[src/rtl/branch_predictor.sv]
// Fetch-side branch predictor with an in-flight prediction FIFO and a registered mispredict redirect.
// Define BP_BHT_EN for the 2-bit counter table; otherwise the prediction is static backward-taken/forward-not-taken.
module branch_predictor #(
  parameter int VAR_WIDTH   = 32,
  parameter int BHT_ENTRIES = 64,
  parameter int FIFO_DEPTH  = 4
) (
  input  logic                 clk,
  input  logic                 rst,
  input  logic                 if_valid,
  input  logic                 if_stall,
  input  logic                 if_is_branch,
  input  logic [VAR_WIDTH-1:0] if_pc,
  input  logic [VAR_WIDTH-1:0] if_imm,
  output logic                 pred_taken,
  output logic [VAR_WIDTH-1:0] pred_target,
  output logic                 pred_full,
  input  logic                 ex_branch,
  input  logic                 ex_taken,
  input  logic [VAR_WIDTH-1:0] ex_pc,
  input  logic [VAR_WIDTH-1:0] ex_target,
  output logic                 redirect,
  output logic [VAR_WIDTH-1:0] redirect_pc,
  output logic                 flush
);

  localparam int PTR_W = $clog2(FIFO_DEPTH);
  localparam int CNT_W = PTR_W + 1;

  logic             fifo_mem [FIFO_DEPTH];
  logic [PTR_W-1:0] head;
  logic [PTR_W-1:0] tail;
  logic [CNT_W-1:0] count;

  logic resolve;
  logic pop;
  logic mispredict;
  logic push;

  function automatic logic [VAR_WIDTH-1:0] fix_pc(input logic                 taken,
                                                  input logic [VAR_WIDTH-1:0] pc,
                                                  input logic [VAR_WIDTH-1:0] tgt);
    return taken ? tgt : pc + VAR_WIDTH'(4);
  endfunction

  assign pred_target = if_pc + if_imm;
  assign pred_full   = (count == CNT_W'(FIFO_DEPTH));

  // A resolution arriving while a redirect is out belongs to a squashed path and is dropped.
  assign resolve    = ex_branch && !redirect;
  assign pop        = resolve && (count != '0);
  assign mispredict = pop && (fifo_mem[head] != ex_taken);
  assign push       = if_valid && if_is_branch && !if_stall && !mispredict &&
                      (!pred_full || pop);

`ifdef BP_BHT_EN
  localparam int IDX_W = $clog2(BHT_ENTRIES);

  logic [1:0] bht [BHT_ENTRIES];

  function automatic logic [1:0] sat_update(input logic [1:0] ctr, input logic up);
    if (up)
      return (ctr == 2'd3) ? ctr : ctr + 2'd1;
    else
      return (ctr == 2'd0) ? ctr : ctr - 2'd1;
  endfunction

  always_ff @(posedge clk or posedge rst) begin
    if (rst) begin
      for (int i = 0; i < BHT_ENTRIES; i++) bht[i] <= 2'b01;
    end else if (resolve) begin
      bht[ex_pc[IDX_W+1:2]] <= sat_update(bht[ex_pc[IDX_W+1:2]], ex_taken);
    end
  end

  assign pred_taken = if_is_branch && bht[if_pc[IDX_W+1:2]][1];
`else
  assign pred_taken = if_is_branch && if_imm[VAR_WIDTH-1];
`endif

  // Stage p0 -> p1: FIFO bookkeeping; a mispredict squashes every younger entry.
  always_ff @(posedge clk or posedge rst) begin
    if (rst) begin
      head  <= '0;
      tail  <= '0;
      count <= '0;
    end else if (mispredict) begin
      head  <= '0;
      tail  <= '0;
      count <= '0;
    end else begin
      if (push) tail <= tail + PTR_W'(1);
      if (pop)  head <= head + PTR_W'(1);
      count <= count + CNT_W'(push) - CNT_W'(pop);
    end
  end

  always_ff @(posedge clk) begin
    if (push) fifo_mem[tail] <= pred_taken;
  end

  // Stage p0 -> p1: registered redirect and flush pulse.
  always_ff @(posedge clk or posedge rst) begin
    if (rst) begin
      redirect    <= 1'b0;
      flush       <= 1'b0;
      redirect_pc <= '0;
    end else begin
      redirect <= mispredict;
      flush    <= mispredict;
      if (mispredict) redirect_pc <= fix_pc(ex_taken, ex_pc, ex_target);
    end
  end

endmodule
[config.mk]
export PLATFORM = sky130hd
export DESIGN_NAME = branch_predictor
export DESIGN_NICKNAME = d
export VERILOG_FILES = /design/src/rtl/branch_predictor.sv
export SDC_FILE = /design/constraint.sdc
export NUM_CORES = 1
export LEC_CHECK = 0
export CAP_MARGIN = 20
export CORE_MARGIN = 1.5
export CORE_UTILIZATION = 30
export CTS_CLUSTER_SIZE = 16
export DETAILED_ROUTE_END_ITERATION = 8
export HOLD_SLACK_MARGIN = 0.03
export MAX_ROUTING_LAYER = met4
export SLEW_MARGIN = 30
export SYNTH_ARGS = -nofsm -noshare
export SYNTH_HDL_FRONTEND = slang
export SYNTH_SLANG_ARGS = --single-unit
[constraint.sdc]
create_clock -name clk -period 6.3 [get_ports clk]
set_input_delay 0.945 -clock clk [delete_from_list [all_inputs] [get_ports clk]]
set_output_delay 0.945 -clock clk [all_outputs]
set_load 0.01 [all_outputs]
==> reports/qor.yml <==
critical_path:
  r2r_cells: 12
  cp-end-kind: "output pin"
  cp.required_ns: 5.35
  crit_type: "input port to output pin"
  cp-startpoint: "if_pc[0]"
  rr_startpoint: "head[0]$_DFFE_PP0P_"
  start_kind: "input port"
  cp.arrival_ns: 3.95
  path_max_fanout: 3
die:
  die_w_um: 123.4
  io_pins: 203
  fp.dieArea_sq_mm: 0.01522
  coreArea_sq_mm: 0.01399
  start_util_pct: 31.08
  die_h_um: 123.4
  rows: 43
yosys:
  postSynth.asyncResetShare_pct: 90.91
  syn_inst: 527
  ys_seq_elements: 44
  synthDistinctLibCells: 68
  ys_seq_area_share_pct: 25.78
  syn-mean-instance-area_sq_um: 8.250
  syn_area_sq_mm: 0.004348
  synthFlopType: "dfrtp_1"
  yosys_warnings: 0
  synth_nets: 701
  synth_edf_count: 4
grt:
  first_global_vias: 4574
  grt_pass1_wl_mm: 21.93
  antenna_found_initial: 0
  grt_max_degree: 58
  overflow: 0
  grt_usage_pct: 18.64
timing:
  tightest_slew_ns: 0.6018
  slew_headroom_pct: 59.88
  drv_slew: 0
  setup_viol: 0
  period_needed_ns: 4.891
  fin_skew_ns: 0.01207
  fin_tns_setup_ns: 0
  timing.hold.ws_ns: 0.4802
  hold_violations: 0
  rsz0062_at_grt: "no"
  fin_crit_sh_pct: 77.63
  fmax_mhz: 204.5
  fin_ws_ns: 1.409
final_layout:
  antenna_cells: 0
  postLayoutCellArea_sq_mm: 0.006658
  fin_util_pct: 47.59
  nNetsFinal: 888
  area_growth_pct: 53.12
  drive_gt1_share_pct: 5.175
  nFillCells: 1371
clock_network:
  clk_latency_ns: 0.29
  holdBufCountCts: 0
  cts-root-buf: "clkbuf_16"
  clockBufferDepth: 2
  post_cts_buffers: 0
  cts_sinks: 44
  cts.clk_slew.worst_paths_ns: 0.06
  cts_made_buffers: 5
  cts_resized: 0
  htree_num_levels: 2
  cts_tree: "built"
drt:
  drt_iter0_markers: 276
  wl_met2_mm: 6.760
  vias: 4535
  drt-pass1-iter-count: 5
  wl_per_cell_um: 15.71
  viasPerCell: 5.067
  dr_wl_met3_mm: 1.335
  detail-route-antenna-nets: 0
  drc: 0
  top_layer: "met4"
  routed_wl_mm: 14.06
  met1Wirelength_mm: 5.834
power_and_ir_drop:
  power_density_mw_per_mm2: 265.1
  p_leak_nw: 2.685
  irDropWorstVdd_v: 0.0001305
placed_design:
  portBuffers: 202
  placed_area_sq_mm: 0.006480
  place.gp.congestion: 0.9020
  dp_hpwl_mm: 11.40
  pre_cts_ws_ns: 1.422
hold_path:
  min_path_cells: 2
  hold_class: "flip-flop to flip-flop"
  min_from: "redirect_pc[14]$_DFFE_PP0N_"
flow_run:
  max-cap-violations: 0
status:
  outcome: "finished, final reports clean"
-- flip-flops by register name, indices dropped and copies added, names as in the netlist --
name	flops
redirect_pc	32
tail	2
fifo_mem	4
head	2
flush	1
count	3
-- power by group --
group | internal, W | switching (W) | total, W
clock network | 0.000199 | 0.000109 | 0.000308
logic | 0.000519 | 0.000452 | 0.000971
registers | 0.000408 | 0.0000781 | 0.000486
total | 0.00113 | 0.000639 | 0.00177
-- path summary, 6_finish.rpt --
path / endpoint / slack, ns
setup / recovery: pred_target[30] / 1.41
hold / removal: redirect_pc[14]$_DFFE_PP0N_ / 0.48
setup reg to reg: count[2]$_DFF_PP0_ / 2.90
hold reg to reg: redirect_pc[14]$_DFFE_PP0N_ / 0.48
max in group asynchronous: tail[1]$_DFFE_PP0P_ / 4.81
min in group asynchronous: redirect_pc[3]$_DFFE_PP0N_ / 1.11
-- layer usage --
layer / GRT usage (%) / vias to the layer above
met5: - / -
met4: 3.664 / 0
met3: 4.474 / 10
met2: 33.30 / 200
met1: 21.28 / 2082
li1: - / 2243
-- cells in the final DEF (no fill, tap or decap), drive strengths merged, types with 2 or more instances in the layout --
| cell type | count |
|---|---|
| nor3 | 8 |
| nand4b | 2 |
| xor2 | 24 |
| o21bai | 3 |
| nand4 | 12 |
| o211ai | 12 |
| edfxtp | 4 |
| o21ai | 41 |
| a21o | 5 |
| and3 | 5 |
| o21a | 7 |
| inv | 13 |
| nor2b | 3 |
| xnor2 | 37 |
| nand2 | 72 |
| nand3 | 28 |
| or2 | 3 |
| dfrtp | 40 |
| a21oi | 42 |
| nor2 | 43 |
| clkdlybuf4s50 | 201 |
| nand2b | 2 |
| a21boi | 2 |
| mux2i | 13 |
| clkbuf | 6 |
| a211oi | 5 |
| and2 | 10 |
| buf | 3 |
| or3 | 4 |
| and4 | 2 |
| fa | 2 |
| a31oi | 4 |
| a32oi | 2 |
| o221ai | 2 |
| ha | 37 |
-- cell type report --
| type | instances | area (sq um) | share of cell area, % |
|---|---|---|---|
| Clock buffer | 6 | 138.9 | 2.086 |
| Inverter | 13 | 51.30 | 0.7705 |
| Timing Repair Buffer | 204 | 2032 | 30.52 |
| Tap cell | 180 | 225.2 | 3.383 |
| Clock inverter | 2 | 38.79 | 0.5826 |
| Sequential cell | 44 | 1121 | 16.84 |
| Multi-Input combinational cell | 446 | 3050 | 45.82 |
-- worst max-delay path: stages --
cell and delay (ns):
clkdlybuf4s50_1 0.41, ha_1 0.23, fa_1 0.43, a211oi_2 0.30, o21ai_2 0.12, a21oi_2 0.19
o21a_4 0.19, o41ai_4 0.10, a221oi_2 0.33, xnor2_1 0.15, clkdlybuf4s50_1 0.56
-- kinds of logic (layout without fill, tap and decap cells) --
group / count (synthesis) / in the layout / share of synthesized area [%]
buffers and inverters: 37 / 225 / 4.058
multiplexers: 15 / 15 / 3.770
adder cells (fa/ha/maj): 39 / 39 / 11.57
flip-flops: 44 / 44 / 25.78
XOR/XNOR: 61 / 61 / 12.29
AND/OR/NAND/NOR: 196 / 196 / 21.78
AO/OA/AOI/OAI: 135 / 135 / 20.75
-- cells in the mapped netlist (all sizes together) (13+ instances only) --
cell,count,share of area [%]
a21oi,42,5.2
dfrtp,40,23
nand2,72,6.2
o21ai,41,4.9
inv,13,1.2
mux2i,13,3.0
nand3,28,3.2
ha,37,11
xor2,24,4.8
nor2,43,3.8
xnor2,37,7.5
clkbuf,13,1.1
-- per-stage QoR --
stage	total power [W]	std cells
2_1_floorplan	0.0009855	527
3_3_place_gp	0.001453	887
3_5_place_dp	0.001470	887
4_1_cts	0.001791	895
5_1_grt	0.001903	895
6_report	0.001765	895
No activity file was read; power rests on OpenSTA's default activity.
